==> src/rtl/rv32i_types.sv <==
// Shared RV32I pipeline types: the fetched-packet record carried from IF to ID
// and the bubble encoding that IF also uses when it flushes.
package rv32i_types;

   localparam logic [31:0] FETCH_BUBBLE = 32'h0;

   typedef struct packed {
      logic [31:0] pc;
      logic [31:0] ir;
      logic        pred;
   } fetch_pkt_t;

endpackage

==> src/rtl/fetch_queue.sv <==
// Fetch queue: a small circular buffer between IF and ID so that an I-memory
// stall or a decode stall does not freeze the other side. Occupancy is kept in
// a separate count register so full and empty are simple compares.
module fetch_queue
   import rv32i_types::*;
#(
   parameter int DEPTH = 2
) (
   input  logic                     clk,
   input  logic                     reset,
   input  logic                     flush,
   input  logic                     enq_valid,
   input  logic [31:0]              enq_pc,
   input  logic [31:0]              enq_ir,
   input  logic                     enq_pred,
   output logic                     enq_ready,
   output logic                     deq_valid,
   output logic [31:0]              deq_pc,
   output logic [31:0]              deq_ir,
   output logic                     deq_pred,
   input  logic                     deq_ready,
   output logic [$clog2(DEPTH):0]   count
);

   localparam int PW = $clog2(DEPTH);
   localparam int CW = PW + 1;

   fetch_pkt_t    mem_q [DEPTH];
   logic [PW-1:0] head_q, head_d;
   logic [PW-1:0] tail_q, tail_d;
   logic [CW-1:0] count_q, count_d;

   logic empty;
   logic full;
   logic enqFire;
   logic deqFire;
   fetch_pkt_t headPkt;

   assign empty     = (count_q == '0);
   assign full      = (count_q == CW'(DEPTH));
   assign enq_ready = !full;
   assign deq_valid = !empty;
   assign enqFire   = enq_valid && !full;
   assign deqFire   = deq_ready && !empty;
   assign count     = count_q;

   // Head entry is presented directly; an empty queue shows a bubble instead of stale data.
   always_comb begin
      headPkt = mem_q[head_q];
      if (empty) begin
         deq_pc   = 32'h0;
         deq_ir   = FETCH_BUBBLE;
         deq_pred = 1'b0;
      end else begin
         deq_pc   = headPkt.pc;
         deq_ir   = headPkt.ir;
         deq_pred = headPkt.pred;
      end
   end

   // Next pointers and occupancy; a flush discards whatever handshakes happen in its cycle.
   always_comb begin
      head_d  = head_q;
      tail_d  = tail_q;
      count_d = count_q;
      if (flush) begin
         head_d  = '0;
         tail_d  = '0;
         count_d = '0;
      end else begin
         if (enqFire) begin
            tail_d = tail_q + PW'(1);
         end
         if (deqFire) begin
            head_d = head_q + PW'(1);
         end
         if (enqFire && !deqFire) begin
            count_d = count_q + CW'(1);
         end else if (deqFire && !enqFire) begin
            count_d = count_q - CW'(1);
         end
      end
   end

   // Pointer/count state with async clear; storage is never cleared, only written on accepted enqueues.
   always_ff @(posedge clk or posedge reset) begin
      if (reset) begin
         head_q  <= '0;
         tail_q  <= '0;
         count_q <= '0;
      end else begin
         head_q  <= head_d;
         tail_q  <= tail_d;
         count_q <= count_d;
         if (enqFire && !flush) begin
            mem_q[tail_q] <= '{pc: enq_pc, ir: enq_ir, pred: enq_pred};
         end
      end
   end

endmodule

==> config.mk <==
export PLATFORM = sky130hd
export DESIGN_NAME = fetch_queue
export DESIGN_NICKNAME = d
export VERILOG_FILES = /design/src/rtl/rv32i_types.sv /design/src/rtl/fetch_queue.sv
export SDC_FILE = /design/constraint.sdc
export NUM_CORES = 1
export LEC_CHECK = 0
export CAP_MARGIN = 20
export CORE_MARGIN = 1
export CORE_UTILIZATION = 45
export DETAILED_ROUTE_END_ITERATION = 6
export GPL_TIMING_DRIVEN = 0
export PLACE_DENSITY = 0.86
export SYNTH_ARGS = -nofsm -noshare
export SYNTH_HDL_FRONTEND = slang
export SYNTH_SLANG_ARGS = --single-unit
==> constraint.sdc <==
create_clock -name clk -period 9 [get_ports clk]
set_input_delay 1.35 -clock clk [delete_from_list [all_inputs] [get_ports clk]]
set_output_delay 1.35 -clock clk [all_outputs]
set_load 0.1 [all_outputs]
* After elaboration in Yosys (flattened, before gate mapping) *
Memory sizes are Yosys's and may differ from the RTL's.
Index checks and enable logic that the tools add are counted.

word-level totals
  bits in registers = 4
  RAM bits = 130
  bits of input ports = 70
  output and inout port bits = 69
  memories = 1

memories
  memory  depth  bits a word  rd ports  clocked after Yosys merged registers in  write ports  RTL line           text
  mem_q   2      65           1         0                                        1            fetch_queue.sv:28  fetch_pkt_t mem_q [DEPTH];

cells by class
  add/subtract/negate cells = 4
  equal/unequal tests = 1
  muxes and demuxes = 12
  reductions and logical operators = 16

operators by type and width
  operator                                           number
  two-way mux 32 bit                                 2
  two-way mux 1 bit                                  7
  logical AND 1 bit                                  6
  logical NOT 1 bit                                  6
  two-way mux 2 bit                                  3
  nonzero test 2 bit                                 2
  nonzero test 3 bit                                 1
  adder 1 bit (second input constant)                2
  adder 2 x 1 -> 2 bit (second input constant)       1
  equality test 2 bit (second input constant)        1
  logical NOT 2 bit                                  1
  subtractor 2 x 1 -> 2 bit (second input constant)  1

* Longest topological paths before layout *
  word-level depth = 8
  depth in mapped cells = 5
  gate-level depth less buffers = 4

* Worst setup path before layout *
OpenSTA, ideal clock, no wires.

  path kind = register to register
  start = register count_q[0] (netlist: count[0])
  end = memory mem_q[1][0] (netlist bit), enable pin
  library setup time = 670 ps
  arrival = 8408 ps
  required time = 8330 ps
  path slack = -78 ps
  cell stages (with the launch flop) = 5
  period minus slack after synthesis = 9078 ps
  cells stage by stage = dfrtp_1 nor2b_1 inv_2 nand2_1 nor4b_1

on the way
  longest elaborated chain between the ends = 7

RTL lines
  element                                  RTL line           text
  start, declared                          fetch_queue.sv:31  logic [CW-1:0] count_q, count_d;
  start signal, assigned                   fetch_queue.sv:94  count_q <= count_d;
  equality test 2 bit                      fetch_queue.sv:40  assign full = (count_q == CW'(DEPTH));
  logical NOT 1 bit                        n/a
  via enq_ready                            fetch_queue.sv:16  output logic enq_ready,
  logical AND 1 bit                        fetch_queue.sv:43  assign enqFire = enq_valid && !full;
  logical AND 1 bit                        fetch_queue.sv:95  if (enqFire && !flush) begin
  two-way mux 1 bit                        fetch_queue.sv:95
  logical AND 1 bit (not written as such)  fetch_queue.sv:96  mem_q[tail_q] <= '{pc: enq_pc, ir: enq_ir, pred: enq_pred};
  two-way mux 1 bit (not written as such)  fetch_queue.sv:96
  end, declared                            fetch_queue.sv:28

The timed path passes the listed nets, and every way through them passes these cells.

* Final worst setup path *
  start = register count_q[0] (netlist: count[0])
  end = output port deq_ir[11]

on the way
  longest elaborated chain between the ends = 2

RTL lines
  element             RTL line           text
  logical NOT 2 bit   fetch_queue.sv:39  assign empty = (count_q == '0);
  two-way mux 32 bit  fetch_queue.sv:50  if (empty) begin
  end, declared       fetch_queue.sv:19  output logic [31:0] deq_ir,

No other way between the ends.

==> metrics.txt <==
status=completed; die width=109 um; kind of launch point of the worst setup path=flop; global placer's final weighted congestion=0.735; average routed wire per standard cell=16.7 um; Final Net Count=544; CP Capture Point=deq_ir[11]; overflow left after global routing=0; IO Port Bufs=138; Syn Nets=373; destination of the worst register-to-register timing path=mem_q[0][16]$_DFFE_PP_; # clock sinks=134; reported max-cap violation count=0; synthesis-to-finish area growth=45.1%; number of register bits inferred by synthesis=134; number of cells on the worst reg-to-reg path=9; number of warnings reported in the yosys synthesis log=0; post-synthesis instance total=303; placeable core region=11000 um^2; detailed-route wire length=10500 um; Non-Filler Cell Area, Final=7480 um^2; final cycle utilization of the critical path=44.8%; start point of the critical path=count[0]$_DFFE_PP0P_; count of instances resized after the clock tree is built=0; fin crit period=4.03 ns; global-route wire length before repair=15600 um; Least-Margin Pin Slew=1.02 ns; CP max stage cell=sky130_fd_sc_hd__clkdlybuf4s50_1; critical path arrival=2.68 ns; initial antenna violation count=0; I/O pins=139; buffer count from post-CTS setup fixing=0; number of global-route vias before repair=3142; achievable clock frequency=248 MHz; path class of the lowest-slack min-delay path=flop to flop; initial DRC count=134; pins over their slew limit=0; overall die area=11900 um^2; launching point of the worst reg2reg path=count[1]$_DFFE_PP0P_; cell leakage power=2.54 nW; routed vias=3108; half-perimeter wire length of the detailed placement result=7390 um; Crit path largest cell delay=1.15 ns; cell repeated most along the worst path=sky130_fd_sc_hd__nor2_1; setup repair after global routing missed its margin=no; gr usage total=18.1%; synthesized area divided by synthesized cell count=17.0 um^2; cell area power density=234 nW/um^2; post-route ant nets=0; number of antenna diodes=0; clock tree from TritonCTS=yes; Fin Setup TNS=0 ns; DRC viols=0; count of endpoints failing hold in the final timing report=0; area of the mapped netlist=5150 um^2; final worst clock skew=0.00986 ns; endpoint required time on the critical path=7.65 ns; number of standard-cell rows in the floorplan=38; number of iterations in the first detailed-routing pass=4; worst setup path class=flop to output port; portion of the post-synthesis area used by sequential elements=77.7%; initial core utilization=46.9%; largest net degree at the start of global routing=17; clock slew seen by the registers of the worst setup and hold paths=0.05 ns; Finish-stage setup viols=0; number of clock buffers inserted by TritonCTS=17; endpoint type of the worst setup path=output port; Register-to-Register Setup Slack=6.43 ns; die height=109 um; count of different cell masters after synthesis=24; post-DR vias/cell=4.96; fraction of final layout cells with drive strength greater than 1=12.1%; cell at the root of the clock tree=sky130_fd_sc_hd__clkbuf_16; cell chain of the critical path=nor2_1 -> buf_4 -> buf_2 -> nor2_1 -> clkdlybuf4s50_1; max-slew headroom at the worst pin=31.9%; largest fanout on the critical path=10; # H-tree levels=4; placement-stage cell area=6870 um^2; later-pin clock latency in the skew report=0.41 ns; deepest clock path buffer count=2; CTS hold repair buffers=0; highest ir drop seen on vdd=0.127 mV
## layer usage
metal	track usage (%)	routed length (um)	share of wire, %	vias to the layer above
li1	-	-	-	1475
met1	21.7	4290	41	1513
met2	30.2	5410	52	105
met3	5.98	640	6.1	15
met4	7.05	137	1.3	0
met5	0	0	0	-
## layout by cell type (no fill, tap or decap), types with 2 or more instances in the layout
cell type	count
sky130_fd_sc_hd__a21oi_1	3
sky130_fd_sc_hd__buf_2	5
sky130_fd_sc_hd__buf_4	12
sky130_fd_sc_hd__buf_6	6
sky130_fd_sc_hd__buf_8	4
sky130_fd_sc_hd__bufinv_16	4
sky130_fd_sc_hd__clkbuf_1	2
sky130_fd_sc_hd__clkbuf_16	17
sky130_fd_sc_hd__clkdlybuf4s50_1	138
sky130_fd_sc_hd__clkinv_1	5
sky130_fd_sc_hd__clkinvlp_4	3
sky130_fd_sc_hd__dfrtp_1	4
sky130_fd_sc_hd__edfxtp_1	130
sky130_fd_sc_hd__inv_1	3
sky130_fd_sc_hd__inv_6	2
sky130_fd_sc_hd__mux2i_1	66
sky130_fd_sc_hd__nor2_1	67
sky130_fd_sc_hd__o21ai_0	2
## worst min-delay path by stage
stage                                  start            endpoint  slack [ns]  depth (start not counted)
after detailed placement  tail_q$_DFFE_PP0P_  tail_q$_DFFE_PP0P_        0.61                          2
after global placement    tail_q$_DFFE_PP0P_  tail_q$_DFFE_PP0P_        0.55                          2
after CTS                 tail_q$_DFFE_PP0P_  tail_q$_DFFE_PP0P_        0.63                          2
final                     tail_q$_DFFE_PP0P_  tail_q$_DFFE_PP0P_        0.63                          2
after floorplan           tail_q$_DFFE_PP0P_  tail_q$_DFFE_PP0P_        0.53                          2
after global routing      tail_q$_DFFE_PP0P_  tail_q$_DFFE_PP0P_        0.64                          2
## cell type report
| type | instances | area, um^2 |
|---|---|---|
| Fill cell | 776 | 3500 |
| Tap cell | 140 | 175 |
| Clock inverter | 15 | 184 |
| Multi-Input combinational cell | 150 | 1040 |
| Timing Repair Buffer | 152 | 1520 |
| Buffer | 15 | 111 |
| Inverter | 4 | 15.0 |
| Sequential cell | 134 | 4000 |
| Clock buffer | 17 | 425 |
## critical path, delay by kind of cell (launching register included)
kind	cells	cell delay (ns)
buffers and inverters	3	1.54
flip-flops	1	0.46
AND/OR/NAND/NOR	2	0.27
## stage by stage
step | hold slack, ns | setup WS [ns] | power [mW] | utilization (%) | instances
2_1_floorplan | 0.529 | 0.466 | 0.959 | - | 303
4_1_cts | 0.626 | 4.96 | 1.76 | 68.1 | 627
3_5_place_dp | 0.609 | 5.12 | 1.06 | 62.5 | 595
6_report | 0.628 | 4.97 | 1.75 | 68.1 | 627
3_3_place_gp | 0.554 | -2.99 | 1.05 | 61.1 | 581
5_1_grt | 0.638 | 4.86 | 1.80 | 68.1 | 627
## cell usage after synthesis, drive strengths merged
library cell	number	share of area [%]
edfxtp	130	76
nor2	67	4.9
mux2i	66	13
buf	13	2.0
a21oi	4	0.46
dfrtp	4	1.9
inv	4	0.29
clkbuf	2	0.15
o21ai	2	0.19
a21o	1	0.15
nand2	1	0.073
nand3b	1	0.15
nor2b	1	0.12
nor3b	1	0.15
nor4	1	0.12
nor4b	1	0.17
o211ai	1	0.15
or2	1	0.12
or3	1	0.12
xor2	1	0.17
## where the power goes
part	internal, mW	switching, mW	total [mW]
clock	0.459	0.247	0.706
combinational	0.0983	0.240	0.339
sequential	0.701	0.00456	0.705
## cells by family (layout without fill, tap and decap cells)
| kind of cell | Yosys count | in the layout | synth area share [%] |
|---|---|---|---|
| AOI/OAI and AO/OA | 8 | 8 | 0.947 |
| xor gates and xnor gates | 1 | 1 | 0.170 |
| buffers and inverters | 19 | 203 | 2.45 |
| DFF | 134 | 134 | 77.7 |
| muxes | 66 | 66 | 12.8 |
| and+or+nand+nor | 75 | 75 | 5.90 |
## state kept, by name, summed over array words and instances, names as in the netlist
signal / count
mem_q: 130
head_q: 1
tail_q: 1
count: 2
Note: power is estimated with default switching activity, not from simulation.
